`src/rtl/if_fetch_queue.sv`:
```
// Instruction-fetch front end: an N-entry in-order instruction queue fed by
// up to MAX_OUTSTANDING pipelined requests on a req/addr_ok/data_ok SRAM port.
// Responses that belong to requests issued before a redirect are counted in
// cancel_cnt_reg and dropped when they return.
module if_fetch_queue #(
  parameter logic [31:0] RESET_PC        = 32'h1c000000,
  parameter int          MAX_OUTSTANDING = 2,
  parameter int          IBUF_DEPTH      = 4
) (
  input  logic        clk,
  input  logic        resetn,
  input  logic        br_taken,
  input  logic [31:0] br_target,
  input  logic        br_stall,
  input  logic        excp_flush,
  input  logic        ertn_flush,
  input  logic [31:0] ex_entry,
  input  logic [31:0] er_entry,
  output logic        inst_sram_req,
  output logic        inst_sram_wr,
  output logic [1:0]  inst_sram_size,
  output logic [31:0] inst_sram_addr,
  output logic [3:0]  inst_sram_wstrb,
  output logic [31:0] inst_sram_wdata,
  input  logic        inst_sram_addr_ok,
  input  logic        inst_sram_data_ok,
  input  logic [31:0] inst_sram_rdata,
  input  logic        id_allow_in,
  output logic        if_to_id_valid,
  output logic [31:0] if_to_id_pc,
  output logic [31:0] if_to_id_inst,
  output logic        if_to_id_adef
);

  localparam int            PW       = (IBUF_DEPTH > 1) ? $clog2(IBUF_DEPTH) : 1;
  localparam int            CW       = $clog2(IBUF_DEPTH + 1);
  localparam logic [PW-1:0] LAST_IDX = PW'(IBUF_DEPTH - 1);
  localparam logic [CW-1:0] DEPTH_C  = CW'(IBUF_DEPTH);
  localparam logic [3:0]    MAX_C    = 4'(MAX_OUTSTANDING);

  // Queue storage, one slot per entry
  logic [31:0]           entry_pc_reg   [IBUF_DEPTH];
  logic [31:0]           entry_inst_reg [IBUF_DEPTH];
  logic [IBUF_DEPTH-1:0] entry_adef_reg;
  logic [IBUF_DEPTH-1:0] entry_filled_reg;

  // Fetch / queue control state
  logic [31:0]   fetch_pc_reg, fetch_pc_next;
  logic [PW-1:0] head_reg, head_next;
  logic [PW-1:0] tail_reg, tail_next;
  logic [PW-1:0] fill_ptr_reg, fill_ptr_next;
  logic [CW-1:0] count_reg, count_next;
  logic [2:0]    outst_reg, outst_next;
  logic [2:0]    cancel_cnt_reg, cancel_cnt_next;
  logic          halted_reg, halted_next;

  logic          redirect;
  logic [31:0]   redirect_pc;
  logic          misaligned;
  logic          has_room;
  logic [3:0]    in_flight;
  logic          push_req, push_adef, push, fill, drop, pop;
  logic [IBUF_DEPTH-1:0] alloc_sel, fill_sel;

  function automatic logic [PW-1:0] ptr_inc(input logic [PW-1:0] p);
    return (p == LAST_IDX) ? '0 : p + 1'b1;
  endfunction

  assign inst_sram_wr    = 1'b0;
  assign inst_sram_size  = 2'b10;
  assign inst_sram_wstrb = 4'b0000;
  assign inst_sram_wdata = 32'h0;
  assign inst_sram_addr  = fetch_pc_reg;

  assign if_to_id_pc   = entry_pc_reg[head_reg];
  assign if_to_id_inst = entry_inst_reg[head_reg];
  assign if_to_id_adef = entry_adef_reg[head_reg];

  // Handshake qualification: redirect priority, request gating, push/fill/pop
  always_comb begin
    redirect = excp_flush | ertn_flush | br_taken;
    if (excp_flush)      redirect_pc = ex_entry;
    else if (ertn_flush) redirect_pc = er_entry;
    else                 redirect_pc = br_target;

    misaligned = (fetch_pc_reg[1:0] != 2'b00);
    has_room   = (count_reg < DEPTH_C);
    in_flight  = {1'b0, cancel_cnt_reg} + {1'b0, outst_reg};

    // Occupancy here is pre-pop, so a full queue never allocates and pops together
    inst_sram_req = resetn & ~redirect & ~br_stall & ~halted_reg & ~misaligned & has_room
                    & ({1'b0, outst_reg} < MAX_C) & (in_flight < MAX_C);

    push_req  = inst_sram_req & inst_sram_addr_ok;
    push_adef = resetn & ~redirect & ~halted_reg & misaligned & has_room;
    push      = push_req | push_adef;

    // A response in a redirect cycle is swallowed by the cancel accounting
    drop = inst_sram_data_ok & ~redirect & (cancel_cnt_reg != 3'd0);
    fill = inst_sram_data_ok & ~redirect & (cancel_cnt_reg == 3'd0);

    if_to_id_valid = (count_reg != '0) & entry_filled_reg[head_reg];
    pop            = if_to_id_valid & id_allow_in & ~redirect;
  end

  // Per-entry write selects for allocation and fill
  genvar gi;
  generate
    for (gi = 0; gi < IBUF_DEPTH; gi++) begin : g_sel
      assign alloc_sel[gi] = push & (tail_reg == PW'(gi));
      assign fill_sel[gi]  = fill & (fill_ptr_reg == PW'(gi));
    end
  endgenerate

  // Next-state for pc, pointers and counters
  always_comb begin
    fetch_pc_next   = fetch_pc_reg;
    head_next       = head_reg;
    tail_next       = tail_reg;
    fill_ptr_next   = fill_ptr_reg;
    count_next      = count_reg;
    outst_next      = outst_reg;
    cancel_cnt_next = cancel_cnt_reg;
    halted_next     = halted_reg;
    if (redirect) begin
      fetch_pc_next   = redirect_pc;
      head_next       = '0;
      tail_next       = '0;
      fill_ptr_next   = '0;
      count_next      = '0;
      outst_next      = 3'd0;
      cancel_cnt_next = 3'(in_flight - {3'b000, inst_sram_data_ok});
      halted_next     = 1'b0;
    end else begin
      if (push_req)  fetch_pc_next = fetch_pc_reg + 32'd4;
      if (push_adef) halted_next   = 1'b1;
      if (push)      tail_next     = ptr_inc(tail_reg);
      // ADEF entries arrive pre-filled, so the fill pointer steps past them
      if (fill | push_adef) fill_ptr_next = ptr_inc(fill_ptr_reg);
      if (pop)       head_next     = ptr_inc(head_reg);
      count_next = count_reg + CW'(push) - CW'(pop);
      outst_next = outst_reg + 3'(push_req) - 3'(fill);
      if (drop) cancel_cnt_next = cancel_cnt_reg - 3'd1;
    end
  end

  // Control state registers
  always_ff @(posedge clk) begin
    if (!resetn) begin
      fetch_pc_reg   <= RESET_PC;
      head_reg       <= '0;
      tail_reg       <= '0;
      fill_ptr_reg   <= '0;
      count_reg      <= '0;
      outst_reg      <= 3'd0;
      cancel_cnt_reg <= 3'd0;
      halted_reg     <= 1'b0;
    end else begin
      fetch_pc_reg   <= fetch_pc_next;
      head_reg       <= head_next;
      tail_reg       <= tail_next;
      fill_ptr_reg   <= fill_ptr_next;
      count_reg      <= count_next;
      outst_reg      <= outst_next;
      cancel_cnt_reg <= cancel_cnt_next;
      halted_reg     <= halted_next;
    end
  end

  // Queue entries: allocate at tail, fill at fill pointer
  always_ff @(posedge clk) begin
    if (!resetn) begin
      for (int i = 0; i < IBUF_DEPTH; i++) begin
        entry_pc_reg[i]   <= 32'h0;
        entry_inst_reg[i] <= 32'h0;
      end
      entry_adef_reg   <= '0;
      entry_filled_reg <= '0;
    end else begin
      for (int i = 0; i < IBUF_DEPTH; i++) begin
        if (alloc_sel[i]) begin
          entry_pc_reg[i]     <= fetch_pc_reg;
          entry_inst_reg[i]   <= 32'h0;
          entry_adef_reg[i]   <= push_adef;
          entry_filled_reg[i] <= push_adef;
        end else if (fill_sel[i]) begin
          entry_inst_reg[i]   <= inst_sram_rdata;
          entry_filled_reg[i] <= 1'b1;
        end
      end
    end
  end

  // Every response must belong to a live or cancelled request
  always_ff @(posedge clk) begin
    if (resetn) begin
      assert (!(inst_sram_data_ok && outst_reg == 3'd0 && cancel_cnt_reg == 3'd0));
    end
  end

endmodule
```
`config.mk`:
```
export PLATFORM = sky130hd
export DESIGN_NAME = if_fetch_queue
export DESIGN_NICKNAME = d
export VERILOG_FILES = /design/src/rtl/if_fetch_queue.sv
export SDC_FILE = /design/constraint.sdc
export NUM_CORES = 1
export LEC_CHECK = 0
export BUFFER_PORTS_ARGS = -buffer_cell sky130_fd_sc_hd__buf_4
export CELL_PAD_IN_SITES_DETAIL_PLACEMENT = 1
export CELL_PAD_IN_SITES_GLOBAL_PLACEMENT = 2
export CORE_UTILIZATION = 41
export CTS_CLUSTER_DIAMETER = 40
export DETAILED_ROUTE_END_ITERATION = 8
export PLACE_DENSITY_LB_ADDON = 0.05
export SLEW_MARGIN = 20
export SYNTH_ARGS = -nofsm -noshare
export SYNTH_HDL_FRONTEND = slang
export SYNTH_SLANG_ARGS = --single-unit
```
`constraint.sdc`:
```
create_clock -name clk -period 17.56 [get_ports clk]
set_input_delay 0.878 -clock clk [delete_from_list [all_inputs] [get_ports clk]]
set_output_delay 0.878 -clock clk [all_outputs]
set_load 0.03 [all_outputs]
```
==> summary.txt, run 1 <==
Worst setup path
  • Reg2Reg Depth: 14
  • CP bufs+invs: 3
  • Crit end category: register
  • R2R Path Start: cancel_cnt_reg[0]
  • Worst Path Required: 17.97 ns
  • CP max stage delay: 0.51 ns
  • Stages on worst setup path: 14
  • Delay-heaviest family, CP: adder cells
  • Startpoint types: register
  • Reg2reg end: count_reg[2]
  • Crit Path Class: reg2reg
  • Critical Path Fanout Max: 20
  • Register-to-register setup slack: 13.77 ns
  • Cell repeated most along the worst path: ha_1
  • Critical path's slowest cell: o2111a_1
  • Arrival time worst endpoint: approximately 4.2 ns
  • CP cell instances: ha_1, fa_1, nor4b_4, o2111a_1, o21ai_1, buf_4, ha_1, inv_1, ha_1, inv_1, fa_1, xor2_1, xnor2_1, nor2_1

STA
  • Worst-margin pin slew: 1.03 ns
  • RSZ-0062 raised after global routing: false
  • Final hold violations: 0
  • Post-route setup TNS: 0 ns
  • Period minus WS final: 3.79 ns
  • Slew headroom: a little under a third
  • Final setup vio count: 0
  • Crit share post-route: 21.6%
  • Clk_skew: ~0.018 ns
  • Max Clk Rate: between 200 and 300 MHz
  • Fin. max-slew vios: 0

Layout
  • Layout net count: 1562
  • Share of cells above drive strength 1: 29.7%
  • Layout fillers: 3740
  • Area of the multi-input gates: 5990 sq um
  • Area Growth Syn to Fin: 22.3%
  • Register Area: 8850 sq um

Synthesis
  • Synth Register Bits: 314
  • Count of flip-flops with a built-in enable after synthesis: 256
  • Post-Syn Instances: ~1200
  • Ys flop type: edfxtp_1
  • Synth async-reset ratio: 0%
  • Syn Area/Cell: 13.1 sq um
  • Synth cell types: 75
  • Sequential share of the synthesized area: 57.4%
  • Post-Syn Area: approximately 15000 sq um
  • Synth Warn #: 0

Global routing
  • Global-route wire length before repair: 65.3 mm
  • Largest net degree at the start of global routing: 66
  • Vias in the first global route: ~11000
  • GRT Util Overall: between 20% and 30%
  • GRT overflow: 0
  • Initial antenna violation count: 0

Power and ir drop
  • Total power: 1.86 mW
  • Power Dens Cells: 98.5 nW/um^2
  • Leak: 7.33 nW
  • Worst VDD drop: approximately 55 uV

Route
  • DRC Markers: 0
  • Detail Route Antenna Nets: 0
  • DR vias/cell: roughly 5.4
  • Pre-antenna DRT Iters: 4
  • WL/cell: 22.2 um
  • Via Count: a little over 10000
  • Initial DRC Count: 453
  • Final wirelength: 42.2 mm

CTS
  • Clk buf depth: 3
  • CTS H-tree depth: 2
  • Post-CTS Setup Inserts: 0
  • Total clock sinks: 314
  • Clock Latency Late Sink: between 0.5 and 0.6 ns
  • Num CTS Buffers: 42
  • Hold_buf cts: 0
  • CTS clock-pin slew for the worst setup and hold paths: 0.05 ns
  • Clock root buffer: clkbuf_16
  • CTS tree: yes
  • PostCTS Resize Cnt: 0

Floorplanning
  • Die height: slightly below 200 um
  • Chip Width: 196 um
  • IO Count: 275
  • Initial Utilization: between 40% and 50%
  • Site Rows: 70
  • Core area: 36800 sq um
  • Die ar.: 38400 sq um

Min path
  • Hold Path Origin: entry_adef_reg[2]
  • Hold path depth: 1
  • Hold Crit Endpoint: entry_adef_reg[2]
  • Min-Delay Path Class: reg2reg

Place
  • RePlAce Congestion: 0.754
  • Post-DP HPWL: ~28 mm
  • Port bufs: 235

Outcome
  • Status: completed

Flow run
  • Max cap viols: 0
## cell type report
class	instances	share of cell area [%]
timing repair buffer	256	10.2
antenna	1	0.0133
inverter	31	0.617
sequential	314	47.0
tap	468	3.11
multi-input combinational	756	31.8
clock inverter	26	1.09
clock buffer	52	6.22
## placed cells by master (no fill, tap or decap), types with 12 or more instances in the layout
cell / n
clkbuf_16: 45
mux4_2: 66
dfxtp_1: 56
ha_1: 21
inv_1: 31
a211oi_1: 12
o21ai_0: 25
o22ai_1: 13
conb_1: 39
nand2_1: 46
edfxtp_1: 256
nand3_1: 14
and2_1: 229
a21oi_1: 41
buf_4: 256
nor3_1: 16
nor2_1: 46
and3_1: 19
## power by group
group	total [mW]	switching (mW)	internal, mW
Combinational	0.177	0.109	0.0676
Sequential	0.856	0.0238	0.832
Clock	0.824	0.330	0.494
## routing by layer
metal  wire (um)  GRT usage (%)  vias up  part of all wire [%]
met3        2250           3.95       52                   5.3
met1       17600           27.7     5175                    42
met5           0              0        -                     0
li1            -              -     4743                     -
met4         667           5.50        0                   1.6
met2       21700           40.2      295                    51
## Yosys cell counts (4+ instances only)
library cell  instances  area (sq um)
a211oi_1             12          90.1
a21oi_1              41           205
a221o_1               4          40.0
a22oi_1               6          45.0
a31oi_1              10          62.6
and2_1              229          1430
and3_1               19           119
and4_1                6          52.6
buf_1                 9          33.8
buf_2                21           105
buf_4                40           300
clkbuf_1             41           154
dfxtp_1              58          1160
edfxtp_1            256          7690
ha_1                 21           263
inv_1                31           116
mux2i_1               8          80.1
mux4_2               66          1490
nand2_1              46           173
nand2b_1              5          31.3
nand3_1              14          70.1
nand3b_1              4          30.0
nand4_1               8          50.1
nor2_1               47           176
nor2b_1               9          56.3
nor3_1               16          80.1
nor3b_1               4          30.0
nor4_1                5          31.3
nor4_2                5          62.6
o211ai_1              4          30.0
o21a_1                5          37.5
o21ai_0              27           135
o221a_2               7          78.8
o22ai_1              13          81.3
or3_1                 4          25.0
xnor2_1              10          87.6
xor2_1                4          35.0
## through the flow
| stage | worst slack, ns | cells | cell area [sq um] | utilization, % | hold WS, ns |
|---|---|---|---|---|---|
| after global routing | 13.60 | 1903 | 18800 | 51.2 | 0.481 |
| after floorplan | 11.78 | 1216 | 15500 | - | 0.435 |
| after global placement | 13.68 | 1825 | 17500 | 47.5 | 0.446 |
| final | 13.77 | 1904 | 18900 | 51.2 | 0.458 |
| after CTS | 13.69 | 1903 | 18800 | 51.2 | 0.465 |
| after detailed placement | 13.61 | 1825 | 17500 | 47.5 | 0.453 |
## logic make-up (layout without fill, tap and decap cells)
group / Yosys count / in the layout / share of synthesized area [%]
and+or+nand+nor: 436 / 436 / 16.8
other: 2 / 40 / 0.0487
xor gates and xnor gates: 15 / 15 / 0.901
DFF: 314 / 314 / 57.4
buffers and inverters: 146 / 365 / 4.86
AOI/OAI and AO/OA: 168 / 168 / 7.73
muxes: 74 / 74 / 10.2
adders and majority gates: 24 / 24 / 2.09
## worst max-delay path by stage
stage	from	endpoint	slack (ns)
final	cancel_cnt_reg[0]	count_reg[2]	13.77
after floorplan	cancel_cnt_reg[0]	entry_inst_reg[2][0]	11.78
after CTS	register	if_to_id_pc[27]	13.69
after global routing	register	if_to_id_pc[15]	13.60
after global placement	excp_flush	count_reg[2]	13.68
after detailed placement	excp_flush	count_reg[2]	13.61
Power figures use the tool's default switching activity.
==> run 2, diff against run 1 <==
- ABC_AREA: default -> 1
- CORE_UTILIZATION: 41 -> 34
- clock period: 17.56 -> 3.98 ns (I/O delays scaled with it)
==> run 2 against run 1 <==
Combinational power rose to 5.0 times the previous value. Register-to-register slack worse by 13 ns. Critical endpoint is now entry_inst_reg[0][13]. Via count up 27%. Die area up 22%. First-iteration DRC count up 32%. Final area up 5.5%. Largest cell class unchanged.
==> summary.txt, run 2 <==
Outcome
  • Status: completed

Synthesis
  • Post-Syn Instances: 1755
  • Synth top area share: 49.2%
  • Sequential share of the synthesized area: 56.6%
  • Synth Warn #: 0
  • Count leader, synth: nor2_1
  • Synth async-reset ratio: 0%
  • Synth area leaders: edfxtp_1, nor2_1, dfxtp_1
  • Count of flip-flops with a built-in enable after synthesis: 256
  • Most area-hungry cell type in the Yosys netlist: edfxtp_1
  • Synth top cells by count: nor2_1, edfxtp_1, nand2_1
  • Synth Register Bits: 314
  • Synth cell types: 42
  • Ys flop type: edfxtp_1
  • Post-Syn Area: 15600 sq um
  • Syn Area/Cell: 8.90 sq um

Worst setup path
  • Crit Path Class: reg2reg
  • Startpoint types: register
  • Critical Path Fanout Max: 35
  • Worst Path Required: 4.19 ns
  • Crit end category: register
  • Arrival time worst endpoint: 3.38 ns

Power and ir drop
  • Int Pwr: around 7 mW
  • Leak: 8.37 nW
  • Net Sw Frac: 26.1%
  • Worst VDD drop: 258 uV
  • Combinational Power Share: a little under a tenth
  • Flop pwr share: between 40% and 50%
  • Clock power frac: 49.7%
  • Power Dens Cells: 465 nW/um^2
  • Psw: between 2 and 2.5 mW

Layout
  • Area Growth Syn to Fin: 27.3%
  • Layout net count: 2174
  • Share of cells above drive strength 1: 18.5%
  • Commonest non-fill, non-tap cell in the layout: nor2_1
  • Antenna diodes: 0
  • Commonest cells after routing, fill and taps aside: nor2_1, buf_4, edfxtp_1

Floorplanning
  • Site Rows: 78
  • Initial Utilization: 34.4%
  • Core area: 45400 sq um
  • IO Count: 275
  • Die ar.: 46800 sq um
  • Die height: 216 um
  • Chip Width: 216 um

Min path
  • Min-Delay Path Class: in2reg

Global routing
  • Global-route wire length before repair: 79.7 mm
  • Largest net degree at the start of global routing: 75
  • Vias in the first global route: 13800
  • GRT overflow: 0
  • GRT Util Overall: 22.0%
  • Initial antenna violation count: 0

STA
  • Clk_skew: 0.0138 ns
  • Final hold violations: 0
  • Period minus WS final: 3.17 ns
  • Setup ws final: 0.813 ns
  • Worst-margin pin slew: roughly 0.8 ns
  • Max Clk Rate: around 320 MHz
  • Final setup vio count: 0
  • Crit share post-route: 79.6%
  • Post-route setup TNS: 0 ns
  • RSZ-0062 raised after global routing: false
  • Fin. max-slew vios: 0
  • Slew headroom: 46.8%

CTS
  • Clock Latency Late Sink: 0.59 ns
  • Total clock sinks: 314
  • CTS H-tree depth: 2
  • CTS tree: yes
  • Clk buf depth: 3
  • Hold_buf cts: 42
  • CTS clock-pin slew for the worst setup and hold paths: about 0.05 ns
  • Num CTS Buffers: 55
  • PostCTS Resize Cnt: 0
  • Clock root buffer: clkbuf_16
  • Post-CTS Setup Inserts: 0

Route
  • Final wirelength: just over 50 mm
  • WL/cell: 19.2 um
  • Detail Route Antenna Nets: 0
  • Via Count: 13100
  • Pre-antenna DRT Iters: 5
  • DRC Markers: 0
  • Initial DRC Count: 596
  • DR vias/cell: a little under 5

Place
  • Post-DP HPWL: approximately 34 mm
  • RePlAce Congestion: 0.779
  • Port bufs: 235
  • Pre-CTS setup slack: 0.799 ns

Flow run
  • Max cap viols: 0
## run 2: cell types whose count changed after synthesis, moves of 13 or more
cell      change
nor3_1       -14
o21ai_0     +169
nand2_1     +164
mux4_2       -66
o22ai_1      +52
a21oi_1      +22
and2_1      -229
clkbuf_1     +13
inv_1        +91
nor2_1      +453
and3_1       -19
nand3_1      +45
## run 2: critical path, cell delays in order (launching register included)
cell	delay, ns
dfxtp_1	0.32
ha_1	0.23
fa_1	0.39
inv_1	0.07
nand2_1	0.07
nand2_1	0.11
nand2_1	0.07
nor2_1	0.11
nand3_2	0.19
nand2_4	0.25
nand2_4	0.32
nand3_1	0.16
buf_4	0.47
## run 2: layer usage
layer | track usage [%] | vias up | part of all wire, %
li1 | - | 6330 | -
met1 | 28.9 | 6386 | 45
met2 | 37.2 | 284 | 48
met3 | 4.27 | 54 | 5.2
met4 | 4.95 | 0 | 1.6
met5 | 0 | - | 0
## run 2: cell families after synthesis
group	Yosys count	share of synthesized area (%)
AOI/OAI and AO/OA	350	12.1
xor gates and xnor gates	6	0.336
adders and majority gates	24	2.07
buffers and inverters	265	8.30
DFF	314	56.6
other	2	0.0481
and+or+nand+nor	794	20.5
## run 2: worst paths after layout
path,from,endpoint,slack [ns],cells past startpoint
setup / recovery,outst_reg[0],entry_inst_reg[0][13],0.81,12
hold / removal,ex_entry[27],inst_sram_addr[27],0.009,5
setup reg to reg,outst_reg[0],entry_inst_reg[0][13],0.81,12
hold reg to reg,halted_reg,halted_reg,0.48,2
## run 2: final cells by class
| class | count | area (sq um) |
|---|---|---|
| fill | 5293 | 25500 |
| sequential | 314 | 8850 |
| tap | 600 | 751 |
| inverter | 129 | 488 |
| clock inverter | 42 | 394 |
| multi-input combinational | 1213 | 5620 |
| clock buffer | 61 | 1410 |
| timing repair buffer | 300 | 2370 |
## run 2: stage by stage
step / cells / util, % / power (mW) / hold WS (ns) / instance area (sq um)
5_1_grt: 2659 / 43.8 / 9.55 / 0.0426 / 19900
4_1_cts: 2659 / 43.8 / 9.33 / 0.00489 / 19900
6_report: 2659 / 43.8 / 9.24 / 0.00912 / 19900
2_1_floorplan: 1792 / - / 4.32 / 0.387 / 15800
3_5_place_dp: 2514 / 38.9 / 4.69 / 0.479 / 17700
3_3_place_gp: 2514 / 38.9 / 4.68 / 0.464 / 17700
## run 2: power groups by stage
stage	combinational (mW)	sequential, mW	clock [mW]
floorplan	0.464	3.85	0
global placement	0.851	3.83	0
detailed placement	0.859	3.83	0
CTS	0.895	3.77	4.67
global route	0.967	3.78	4.81
finish	0.883	3.76	4.59
